===== src/rtl/fc_neuron_seq.sv =====
// Time-multiplexed fully-connected neuron: streams LANES input/weight pairs per beat,
// accumulates their signed products onto a bias and applies an optional ReLU.
module fc_neuron_seq #(
   parameter int WIDTH     = 8,
   parameter int W_WIDTH   = 8,
   parameter int IN        = 400,
   parameter int LANES     = 4,
   parameter int ACC_WIDTH = WIDTH + W_WIDTH + $clog2(IN)
) (
   input  logic                       clk,
   input  logic                       rst_n,
   input  logic                       start,
   input  logic                       relu_en,
   input  logic [ACC_WIDTH-1:0]       bias,
   input  logic                       clear,
   input  logic                       x_valid,
   output logic                       x_ready,
   input  logic [LANES*WIDTH-1:0]     x_data,
   input  logic [LANES*W_WIDTH-1:0]   w_data,
   output logic                       z_valid,
   input  logic                       z_ready,
   output logic [ACC_WIDTH-1:0]       z,
   output logic                       busy
);

   localparam int BEATS      = (IN + LANES - 1) / LANES;
   localparam int LAST_LANES = IN - (BEATS - 1) * LANES;
   localparam int PW         = WIDTH + W_WIDTH;
   localparam int CW         = $clog2(BEATS + 1);

   typedef enum logic [1:0] {StIdle, StAccum, StDrain, StDone} state_e;

   state_e                       r_state;
   logic [CW-1:0]                r_beat_cnt;
   logic signed [ACC_WIDTH-1:0]  r_acc;
   logic signed [ACC_WIDTH-1:0]  r_s1_sum;
   logic signed [ACC_WIDTH-1:0]  r_z;
   logic                         r_s1_vld;
   logic                         r_relu;
   logic                         r_x_ready;
   logic                         r_z_valid;
   logic                         r_busy;

   logic signed [WIDTH-1:0]      w_x [LANES];
   logic signed [W_WIDTH-1:0]    w_w [LANES];
   logic signed [ACC_WIDTH-1:0]  w_sum;
   logic signed [ACC_WIDTH-1:0]  w_acc_nxt;
   logic signed [ACC_WIDTH-1:0]  w_z_nxt;
   logic                         w_accept;
   logic                         w_last_beat;

   assign w_accept    = x_valid && r_x_ready;
   assign w_last_beat = (r_beat_cnt == CW'(BEATS - 1));

   // Stage 1: masked lane products summed at full precision.
   always_comb begin
      w_sum = '0;
      for (int i = 0; i < LANES; i++) begin
         w_x[i] = x_data[i*WIDTH +: WIDTH];
         w_w[i] = w_data[i*W_WIDTH +: W_WIDTH];
         if (!(w_last_beat && (i >= LAST_LANES))) begin
            w_sum = w_sum + ACC_WIDTH'(PW'(w_x[i]) * PW'(w_w[i]));
         end
      end
   end

   // Stage 2 only adds when stage 1 holds a fresh beat.
   assign w_acc_nxt = r_s1_vld ? (r_acc + r_s1_sum) : r_acc;
   assign w_z_nxt   = (r_relu && w_acc_nxt[ACC_WIDTH-1]) ? '0 : w_acc_nxt;

   always_ff @(posedge clk or negedge rst_n) begin
      if (!rst_n) begin
         r_state    <= StIdle;
         r_beat_cnt <= '0;
         r_acc      <= '0;
         r_s1_sum   <= '0;
         r_z        <= '0;
         r_s1_vld   <= 1'b0;
         r_relu     <= 1'b0;
         r_x_ready  <= 1'b0;
         r_z_valid  <= 1'b0;
         r_busy     <= 1'b0;
      end else if (clear) begin
         r_state   <= StIdle;
         r_s1_vld  <= 1'b0;
         r_x_ready <= 1'b0;
         r_z_valid <= 1'b0;
         r_busy    <= 1'b0;
      end else begin
         r_acc    <= w_acc_nxt;
         r_s1_vld <= 1'b0;
         unique case (r_state)
            StIdle: begin
               if (start) begin
                  r_state    <= StAccum;
                  r_acc      <= bias;
                  r_relu     <= relu_en;
                  r_beat_cnt <= '0;
                  r_x_ready  <= 1'b1;
                  r_busy     <= 1'b1;
               end
            end
            StAccum: begin
               if (w_accept) begin
                  r_s1_sum   <= w_sum;
                  r_s1_vld   <= 1'b1;
                  r_beat_cnt <= r_beat_cnt + 1'b1;
                  if (w_last_beat) begin
                     r_x_ready <= 1'b0;
                     r_state   <= StDrain;
                  end
               end
            end
            StDrain: begin
               r_z       <= w_z_nxt;
               r_z_valid <= 1'b1;
               r_state   <= StDone;
            end
            StDone: begin
               if (z_ready) begin
                  r_z_valid <= 1'b0;
                  r_busy    <= 1'b0;
                  r_state   <= StIdle;
               end
            end
         endcase
      end
   end

   assign x_ready = r_x_ready;
   assign z_valid = r_z_valid;
   assign z       = r_z;
   assign busy    = r_busy;

endmodule


===== config.mk =====
export PLATFORM = sky130hd
export DESIGN_NAME = fc_neuron_seq
export DESIGN_NICKNAME = d
export VERILOG_FILES = /design/src/rtl/fc_neuron_seq.sv
export SDC_FILE = /design/constraint.sdc
export NUM_CORES = 1
export LEC_CHECK = 0
export ABC_CLOCK_PERIOD_IN_PS = 4870
export CORE_ASPECT_RATIO = 2
export CORE_MARGIN = 4
export CORE_UTILIZATION = 64
export CTS_CLUSTER_SIZE = 30
export DETAILED_ROUTE_END_ITERATION = 10
export GPL_TIMING_DRIVEN = 0
export MAX_ROUTING_LAYER = met4
export PLACE_DENSITY = 0.93
export SLEW_MARGIN = 20
export SYNTH_ARGS = -nofsm -noshare
export SYNTH_HDL_FRONTEND = slang
export SYNTH_SLANG_ARGS = --single-unit

===== constraint.sdc =====
create_clock -name clk -period 4.87 [get_ports clk]
set_input_delay 0.7305 -clock clk [delete_from_list [all_inputs] [get_ports clk]]
set_output_delay 0.7305 -clock clk [all_outputs]
set_load 0.01 [all_outputs]

==> Word level (Yosys, flattened, before mapping) <==
Cells that the tools add are included.
Widths: inputs -> output; s select.
{ "classes": {"add_sub_neg": 5, "n_mul": 4, "n_div": 0, "magnitude_cmp": 0, "eq_ne": 10, "shift": 0, "mux": 26, "bitwise": 1, "reduce_logical": 15} }
{ "ops": {"columns": ["cell", "n"], "rows": [
  ["$mux 25", 4],
  ["$mul 8x8->16", 4],
  ["$add 25x25->25", 1],
  ["$add 18x16->19", 1],
  ["$add 17x16->18", 1],
  ["$add 16x16->17", 1],
  ["$mux 7", 2],
  ["$pmux 7 s2", 1],
  ["$ne 3x3->1 const B", 4],
  ["$reduce_and 4->1", 3],
  ["$mux 1", 10],
  ["$mux 2", 5],
  ["$reduce_and 3->1", 3],
  ["$reduce_bool 3->1", 3],
  ["$pmux 2 s4", 1],
  ["$add 7x1->7 const B", 1],
  ["$eq 7x7->1 const B", 1],
  ["$pmux 1 s2", 3],
  ["$eq 2x2->1 const B", 2],
  ["$ne 2x2->1 const B", 2],
  ["$reduce_and 2->1", 2],
  ["$eq 2x1->1 const B", 1],
  ["$logic_and 1x1->1", 2],
  ["$logic_not 2->1", 1],
  ["other kinds (2)", 2]
]} }
{ "word_totals": {"register_bits": 89, "latchBits": 0, "ramBits": 0, "romBits": 0, "out_inout_bits": 28, "memories": 0} }

==> Longest topological paths before layout <==
Gate-level depths: netlist of run 1.
{ "depth": {"ltp_word": 5, "ltp_mapped": 26, "mapped_depth_nobuf": 26} }

==> Worst setup path before layout of run 1 <==
Ideal clock, no wire load.
{ "synth_path": {"path_kind": "input-to-reg", "from": "input w_data[24]", "to": "register r_s1_sum[17]", "arrival_time_ns": 7.066, "setup_slack_ns": -2.328, "cell_stages": 23, "path_cell_list": "and2_1 fa_1 inv_1 fa_1 fa_1 inv_1 fa_1 fa_1 inv_1 fa_1 fa_1 inv_1 fa_1 ha_1 a21o_1 a21oi_2 o21bai_2 a2111oi_4 o31ai_1 or4_1 a31oi_1 xor2_1 o21ai_1"} }
{ "synth_via": {"elab_chain_cells": 2} }
{ "synth_lines": {"columns": ["element", "line", "rtl"], "rows": [
  ["start: declaration", "19", "input logic [LANES*W_WIDTH-1:0] w_data,"],
  ["$mul 8x8->16", "62", "w_sum = w_sum + ACC_WIDTH'(PW'(w_x[i]) * PW'(w_w[i]));"],
  ["$add 18x16->19", "62", null],
  ["end signal: assignment", "105", "r_s1_sum <= w_sum;"],
  ["end: declaration", "36", "logic signed [ACC_WIDTH-1:0] r_s1_sum;"]
]} }
Every way passes these cells.
A chain may end at the register's enable or synchronous reset.

==> Worst setup path after layout of run 1 <==
{ "layout_path": {"from": "input x_data[14]", "to": "register r_s1_sum[23]"} }
{ "layout_via": {"elab_chain_cells": 4} }
{ "layout_lines": {"columns": ["element", "line", "rtl"], "rows": [
  ["start: declaration", "18", "input logic [LANES*WIDTH-1:0] x_data,"],
  ["$mul 8x8->16", "62", null],
  ["$add 16x16->17", "62", null],
  ["$add 17x16->18", "62", null],
  ["$add 18x16->19", "62", null]
]} }
Every way passes these cells.

==> impl_metrics.env, run 1 <==
export IMPL_place_inst=2161
export IMPL_die_w_microns=120
export IMPL_yosysSeqAreaShare_pct=12.9
export IMPL_end_kind="flip-flop"
export IMPL_first_iter_violations=975
export IMPL_cp_required_ns=5.10
export IMPL_violations="negative setup slack"
export IMPL_io_buffers=122
export IMPL_synth_flop_cell="dfrtp_1"
export IMPL_highest_layer="met4"
export IMPL_hpwl_microns=39200
export IMPL_drt_pass1_iterations=6
export IMPL_synth_seq_cells=83
export IMPL_dr_wl_met2_microns=27100
export IMPL_setup_viol=15
export IMPL_grt_max_degree=49
export IMPL_crit_arrival_ns=7.37
export IMPL_yosys_top_cells_area="fa_1, dfrtp_1, ha_1, inv_1, and2_1"
export IMPL_initial_utilization_pct=65.2
export IMPL_wl_per_cell_microns=22.0
export IMPL_clock_skew_ns=0.0144
export IMPL_syn_area_sq_um=16100
export IMPL_routed_wl_microns=48500
export IMPL_drc_errors=0
export IMPL_avgSynthCellArea_sq_um=9.42
export IMPL_cts_root_buf="clkbuf_16"
export IMPL_gp_congestion=0.968
export IMPL_drive_gt1_share_pct=11.9
export IMPL_syn2layout_area_growth_pct=15.7
export IMPL_finalWorstSetupSlack_ns=-2.27
export IMPL_rsz0062_at_grt="yes"
export IMPL_postCtsHoldBufs=0
export IMPL_hp_class="in2async"
export IMPL_drv_slew=0
export IMPL_cts_tree="yes"
export IMPL_path_clk_slew_ns=0.06
export IMPL_vias=13000
export IMPL_crit_type="in2reg"
export IMPL_netlist_instances=1706
export IMPL_viasPerCell=5.91
export IMPL_clkSinkCount=83
export IMPL_overflow=0
export IMPL_slew_headroom_pct=42.4
export IMPL_yosysWarningCount=0
export IMPL_worst_slew_pin_transition_ns=0.843
export IMPL_dieArea_sq_um=27900
export IMPL_first_global_vias=14800
export IMPL_instances_no_fill=2207
export IMPL_synthDistinctLibCells=62
export IMPL_timing_fmax_mhz=140
export IMPL_synth_edf_count=0
export IMPL_clk_path_buf_depth=2
export IMPL_h_tree_depth=3
export IMPL_synth_commonest_cells="inv_1, fa_1, nand2_1"
export IMPL_yosysTopAreaCellShare_pct=40.7
export IMPL_std_cell_rows=81
export IMPL_fin_nets=2421
export IMPL_antenna_found_initial=0
export IMPL_cp_start_kind="input port"
export IMPL_syn_num_nets=2257
export IMPL_async_flop_share_pct=100
export IMPL_min_period_ns=7.14
export IMPL_met3_length_microns=1960
export IMPL_grt_usage_pct=36.0
export IMPL_numCtsBuffers=9
export IMPL_ant_nets=0
export IMPL_status="finished with violations"
export IMPL_io_pins=124
export IMPL_coreArea_sq_um=24600
export IMPL_critPathMaxFanout=8
export IMPL_hold_violations=0
export IMPL_yosys_cell_count_top_type="inv_1"
export IMPL_yosys_area_top_type="fa_1"
export IMPL_m1WireLength_microns=13500
export IMPL_diodes=0
export IMPL_r2r_slack_ns=1.27
export IMPL_die_y_microns=232
export IMPL_drv_cap=0
export IMPL_finalCritPeriodShare_pct=147
export IMPL_grt_pass1_wl_microns=73500
export IMPL_clock_latency_ns=0.37
## metrics by stage
stage	utilization, %	worst slack [ns]	TNS (ns)	hold slack (ns)	instance area, sq um
after detailed placement	72.2	-3.37	-39.07	0.469	17800
final	75.5	-2.27	-24.96	0.323	18600
after CTS	74.3	-2.34	-24.57	0.332	18300
after global routing	75.5	-2.45	-26.76	0.363	18600
after floorplan	-	-2.09	-21.03	0.435	16100
after global placement	72.1	-3.24	-37.19	0.464	17700
## worst max-delay path, stage by stage
cell and delay, ns:
clkdlybuf4s15_2 0.28, nand2_1 0.12, fa_1 0.57, inv_1 0.06, fa_1 0.58, fa_1 0.44, fa_1 0.58, fa_1 0.48
fa_1 0.52, fa_1 0.45, fa_1 0.52, ha_4 0.21, or3_4 0.34, a311oi_4 0.31, o31ai_4 0.14, o41a_1 0.39
nand4_1 0.10, nand4b_1 0.14, a21oi_2 0.18, xnor2_1 0.13, o21ai_1 0.07
## path summary, 6_finish.rpt
kind	start	to	depth (start not counted)
min in group clk	z[19]	z[19]	2
worst max register to register	r_acc[0]	z[5]	13
worst min-delay path	rst_n	r_beat_cnt[4]	1
worst min register to register	z[19]	z[19]	2
worst max-delay path	x_data[14]	r_s1_sum[23]	21
max in group asynchronous	rst_n	z[11]	2
## cells by family after synthesis
logic type	Yosys count	share of synthesized area (%)
adder cells (fa/ha/maj)	455	50.7
buffers and inverters	429	10.0
AO/OA/AOI/OAI	200	7.89
multiplexers	20	1.28
flip-flops	83	12.9
XOR/XNOR	45	2.45
AND/OR/NAND/NOR	474	14.7
## cells in the final DEF, fill, tap and decap left out, drive strengths merged, types with 6 or more instances in the layout
cell type	n
inv	399
fa	327
nand2	188
and2	144
ha	128
buf	93
dfrtp	83
o21ai	82
clkdlybuf4s50	57
nor2	49
a21oi	42
clkbuf	39
xnor2	29
nand2b	25
nor2b	23
a21o	18
mux2i	16
xor2	16
nand3	11
nor3	11
o31ai	11
a211oi	10
clkdlybuf4s15	8
nand4	6
## final cells by class
class / count / area (sq um)
fillers: 1588 / 6040
plain buffers: 32 / 124
clock inverters: 4 / 31.3
inverters: 397 / 1490
well taps: 332 / 415
clock buffers: 12 / 256
repair buffers: 153 / 1450
multi-input cells: 1194 / 12700
flip-flops and latches: 83 / 2080
## metal layers
metal | GRT usage [%] | vias up
met5 | - | -
met4 | 33.6 | 0
met3 | 3.14 | 363
met2 | 67.1 | 696
met1 | 30.1 | 6470
li1 | - | 5518
## state kept, by name, summed over array words and instances (netlist names)
signal      cells
r_s1_sum       19
z              25
r_acc          25
x_ready         1
busy            1
r_s1_vld        1
r_beat_cnt      7
r_state         2
z_valid         1
r_relu          1
## timing repair
action / CTS / global route
resized for setup: 411 / 77
cloned: 0 / 0
endpoints found under the hold margin: 0 / 0
pin swaps: 68 / 59
endpoints found under the setup margin: 16 / 15
setup buffers: 20 / 14
Power of run 1 is not shown: default switching activity piles up to over one toggle a cycle in this logic, so the estimate is an artifact.
==> run 2, diff against run 1 <==
CORE_UTILIZATION = 61   (was 64)
PLACE_DENSITY = 0.9   (was 0.93)
==> run 2 against run 1 <==
The run still ends with negative setup slack left. Hold slack improved by 0.015 ns. Sequential share of layout area rose by 0.16 points. Die area rose by 4.7%. Clock-buffer cell count fell by 3. Via count fell by 1.9%. Non-clock buffer count fell by 10. Wire length fell by 7.5%. Register-to-register slack got worse by 0.23 ns. Critical path type unchanged. Largest cell class unchanged.
==> impl_metrics.env, run 2 (synthesized netlist as in run 1, its figures left out) <==
export IMPL_clkSinkCount=83
export IMPL_dieArea_sq_um=29200
export IMPL_pre_cts_slack_ns=-3.32
export IMPL_io_pins=124
export IMPL_viasPerCell=5.80
export IMPL_numCtsBuffers=9
export IMPL_hold_violations=0
export IMPL_cts_root_buf="clkbuf_16"
export IMPL_first_global_vias=14600
export IMPL_grt_pass1_wl_microns=70700
export IMPL_min_period_ns=7.31
export IMPL_status="finished with violations"
export IMPL_crit_arrival_ns=7.54
export IMPL_postCtsHoldBufs=0
export IMPL_std_cell_rows=83
export IMPL_h_tree_depth=3
export IMPL_io_buffers=122
export IMPL_cts_tree="yes"
export IMPL_r2r_end="z[0]"
export IMPL_end_kind="flip-flop"
export IMPL_finalWorstSetupSlack_ns=-2.44
export IMPL_r2r_start="r_acc[0]"
export IMPL_drv_cap=0
export IMPL_crit_path_start="x_data[28]"
export IMPL_clock_latency_ns=0.36
export IMPL_die_w_microns=123
export IMPL_crit_type="in2reg"
export IMPL_hp_class="in2async"
export IMPL_path_clk_slew_ns=0.07
export IMPL_ant_nets=0
export IMPL_syn2layout_area_growth_pct=14.0
export IMPL_routed_wl_microns=44900
export IMPL_finalCritPeriodShare_pct=150
export IMPL_fin_nets=2411
export IMPL_drt_pass1_iterations=5
export IMPL_antenna_found_initial=0
export IMPL_overflow=0
export IMPL_violations="negative setup slack"
export IMPL_clock_skew_ns=0.0104
export IMPL_die_y_microns=238
export IMPL_setup_viol=15
export IMPL_timing_fmax_mhz=137
export IMPL_drive_gt1_share_pct=9.28
export IMPL_final_common_cell="inv_1"
export IMPL_cp_start_kind="input port"
export IMPL_drc_errors=0
export IMPL_wl_per_cell_microns=20.3
export IMPL_slew_headroom_pct=44.4
export IMPL_rsz0062_at_grt="yes"
export IMPL_gp_congestion=0.974
export IMPL_first_iter_violations=797
export IMPL_tns_ns=-26.39
export IMPL_mostFrequentLayoutCells="inv_1, fa_1, nand2_1"
export IMPL_coreArea_sq_um=25900
export IMPL_drv_slew=0
export IMPL_reg2regPathDepth=13
export IMPL_initial_utilization_pct=62.1
export IMPL_nFillCells=1697
export IMPL_grt_usage_pct=32.9
export IMPL_seqCellArea_sq_um=2080
export IMPL_r2r_slack_ns=1.04
export IMPL_grt_max_degree=48
export IMPL_hpwl_microns=37300
export IMPL_critPathMaxFanout=8
export IMPL_multi_input_area_sq_um=12600
export IMPL_clk_path_buf_depth=2
export IMPL_vias=12800
export IMPL_cp_required_ns=5.09
export IMPL_worst_slew_pin_transition_ns=0.812
-- run 2: metal layers --
layer	vias to the layer above	routed length, microns	GRT usage (%)
li1	5494	-	-
met4	0	5700	32.4
met3	325	1790	3.31
met5	-	0	-
met2	613	24900	58.8
met1	6373	12400	28.0
-- run 2: layout make-up --
| type | count | area share [%] |
|---|---|---|
| Antenna cell | 1 | 0.0137 |
| Inverter | 397 | 8.15 |
| Sequential cell | 83 | 11.3 |
| Buffer | 32 | 0.676 |
| Timing Repair Buffer | 143 | 6.90 |
| Clock buffer | 9 | 1.23 |
| Clock inverter | 7 | 0.417 |
| Tap cell | 340 | 2.32 |
| Multi-Input combinational cell | 1194 | 69.0 |
-- run 2: worst max path at each step --
| stage | end | cells after the start |
|---|---|---|
| finish | r_s1_sum[17] | 24 |
| global route | r_s1_sum[17] | 24 |
| CTS | r_s1_sum[17] | 24 |
| detailed placement | r_s1_sum[23] | 22 |
| global placement | r_s1_sum[16] | 21 |
| floorplan | r_s1_sum[17] | 23 |
-- run 2: critical path: stages --
cell       delay [ns]
buf_12           0.11
and2_4           0.16
fa_2             0.50
ha_4             0.30
inv_4            0.04
fa_1             0.54
inv_2            0.05
fa_1             0.50
fa_1             0.61
inv_2            0.06
fa_1             0.59
fa_1             0.43
inv_1            0.09
fa_2             0.47
fa_2             0.39
a21o_1           0.21
a21oi_4          0.23
o21bai_4         0.10
a2111oi_4        0.40
o31ai_2          0.11
or4_1            0.41
a31oi_1          0.24
xor2_1           0.18
o21ai_1          0.08
-- run 2: through the flow --
| stage | area (sq um) | hold WS, ns | utilization, % | cells |
|---|---|---|---|---|
| detailed placement | 17800 | 0.470 | 68.8 | 2169 |
| global route | 18300 | 0.383 | 70.8 | 2205 |
| CTS | 18200 | 0.357 | 70.4 | 2198 |
| finish | 18300 | 0.339 | 70.8 | 2206 |
| global placement | 17800 | 0.463 | 68.7 | 2168 |
| floorplan | 16100 | 0.435 | - | 1706 |
-- run 2: what timing repair did --
action                     4_1_cts  5_1_grt
setup buffers                   13        9
resized for setup              292       53
setup endpoints to repair       16       15
pin swaps                       50       26
Power of run 2 is left out for the same reason.
==> run 3, diff against run 2 <==
DONT_BUFFER_PORTS = 1   (was default)
PLACE_DENSITY = 0.84   (was 0.9)
==> run 3 against run 2 <==
The run still ends with negative setup slack left. Clock skew decreased by 0.0012 ns. Setup slack improved by 0.45 ns. Non-clock buffer count fell by 128. Critical path depth shrank 1. Clock-buffer cell count unchanged. Final cell count down 5.8%. Design area decreased by 6.4%. Die area unchanged. Global-route usage fell by 1.8 points. Maximum frequency increased by 6.6%.
==> impl_metrics.env, run 3 (synthesized netlist as in run 1, its figures left out) <==
export IMPL_nFillCells=1930
export IMPL_instances_no_fill=2077
export IMPL_h_tree_depth=3
export IMPL_final_common_cell="inv_1"
export IMPL_clkSinkCount=83
export IMPL_path_clk_slew_ns=0.06
export IMPL_hold_violations=0
export IMPL_crit_type="in2reg"
export IMPL_tns_ns=-20.76
export IMPL_reg2regPathDepth=13
export IMPL_drv_slew=0
export IMPL_cts_tree="yes"
export IMPL_overflow=0
export IMPL_grt_util_met3_pct=4.12
export IMPL_viasPerCell=5.74
export IMPL_crit_arrival_ns=7.08
export IMPL_gp_congestion=0.962
export IMPL_setup_viol=15
export IMPL_die_w_microns=123
export IMPL_wl_per_cell_microns=20.2
export IMPL_vias=11900
export IMPL_drc_errors=0
export IMPL_min_period_ns=6.86
export IMPL_drt_pass1_iterations=5
export IMPL_diodes=0
export IMPL_numCtsBuffers=9
export IMPL_r2r_start="r_acc[0]"
export IMPL_rsz0062_at_grt="yes"
export IMPL_grt_usage_pct=31.1
export IMPL_grt_pass1_wl_microns=66600
export IMPL_first_global_vias=13700
export IMPL_finalWorstSetupSlack_ns=-1.99
export IMPL_use_met2_pct=56.7
export IMPL_slew_headroom_pct=40.6
export IMPL_initial_utilization_pct=62.1
export IMPL_met1_usage_pct=25.7
export IMPL_cts_root_buf="clkbuf_16"
export IMPL_clock_latency_ns=0.35
export IMPL_top_usage_layer="met2"
export IMPL_hp_class="in2async"
export IMPL_status="finished with violations"
export IMPL_grt_max_degree=84
export IMPL_first_iter_violations=569
export IMPL_clock_skew_ns=0.00925
export IMPL_cp_required_ns=5.09
export IMPL_worst_slew_pin_transition_ns=0.868
export IMPL_coreArea_sq_um=25900
export IMPL_io_pins=124
export IMPL_crit_path_start="w_data[24]"
export IMPL_antenna_found_initial=0
export IMPL_mostFrequentLayoutCells="inv_1, fa_1, nand2_1"
export IMPL_hpwl_microns=36400
export IMPL_critPathMaxFanout=8
export IMPL_postCtsHoldBufs=0
export IMPL_clk_path_buf_depth=2
export IMPL_io_buffers=0
export IMPL_violations="negative setup slack"
export IMPL_die_y_microns=238
export IMPL_r2r_slack_ns=1.29
export IMPL_std_cell_rows=83
export IMPL_dieArea_sq_um=29200
export IMPL_r2r_end="z[0]"
export IMPL_finalCritPeriodShare_pct=141
export IMPL_fin_nets=2283
export IMPL_ant_nets=0
export IMPL_place_inst=2046
export IMPL_drv_cap=0
export IMPL_pre_cts_slack_ns=-2.61
export IMPL_drive_gt1_share_pct=5.64
export IMPL_end_kind="flip-flop"
export IMPL_cp_start_kind="input port"
export IMPL_timing_fmax_mhz=146
export IMPL_routed_wl_microns=42000
export IMPL_syn2layout_area_growth_pct=6.75
## run 3: changes by cell type in the layout (fill, tap and decap cells not counted), moves of 5 or more
| cell | delta |
|---|---|
| clkdlybuf4s15_2 | -13 |
| and2_1 | +5 |
| buf_2 | -25 |
| clkbuf_2 | -7 |
| buf_4 | -13 |
| clkdlybuf4s50_1 | -57 |
| and2_4 | -6 |
## run 3: stage by stage
step	area [sq um]	hold WS, ns	utilization (%)
after global placement	16500	0.437	64.0
after floorplan	16100	0.435	-
after global routing	17200	0.0480	66.3
after detailed placement	16500	0.437	64.0
after CTS	17000	0.0584	65.9
final	17200	0.0664	66.3
## run 3: worst max path at each step
stage / end / slack [ns] / depth (start not counted)
floorplan: r_s1_sum[17] / -2.09 / 23
global placement: r_s1_sum[16] / -2.49 / 21
detailed placement: r_s1_sum[16] / -2.61 / 20
CTS: r_s1_sum[17] / -2.06 / 23
global route: r_s1_sum[23] / -2.20 / 23
finish: r_s1_sum[17] / -1.99 / 23
## run 3: what timing repair did
item,in CTS,in global routing
gates cloned,0,0
setup endpoints to repair,15,15
gates resized for setup,40,25
pin swaps,39,22
setup buffers,12,4
## run 3: final cells by class
class / instances / area [sq um] / area share, %
clock inverters: 7 / 78.8 / 0.460
repair buffers: 15 / 131 / 0.766
plain buffers: 32 / 124 / 0.722
multi-input cells: 1194 / 12600 / 73.5
well taps: 340 / 425 / 2.48
clock buffers: 9 / 225 / 1.31
inverters: 397 / 1490 / 8.69
flip-flops and latches: 83 / 2080 / 12.1
## run 3: worst max-delay path, cell delays in order
cell and delay [ns]:
and2_4 0.14, fa_1 0.49, ha_1 0.31, inv_2 0.06
fa_1 0.55, inv_2 0.04, fa_1 0.47, fa_1 0.56
inv_1 0.06, fa_1 0.46, fa_1 0.50, inv_1 0.05
fa_1 0.48, fa_2 0.36, a21o_1 0.21, a21oi_4 0.20
o21bai_4 0.09, a2111oi_4 0.36, o31ai_2 0.13, or4_1 0.40
a31oi_1 0.22, xor2_1 0.16, o21ai_1 0.06
## run 3: per-layer routing
| layer | wire length [microns] | up-vias |
|---|---|---|
| li1 | - | 5240 |
| met1 | 11500 | 5922 |
| met2 | 23500 | 491 |
| met3 | 2030 | 264 |
| met4 | 5000 | 0 |
| met5 | 0 | - |
Power of run 3 is left out for the same reason.
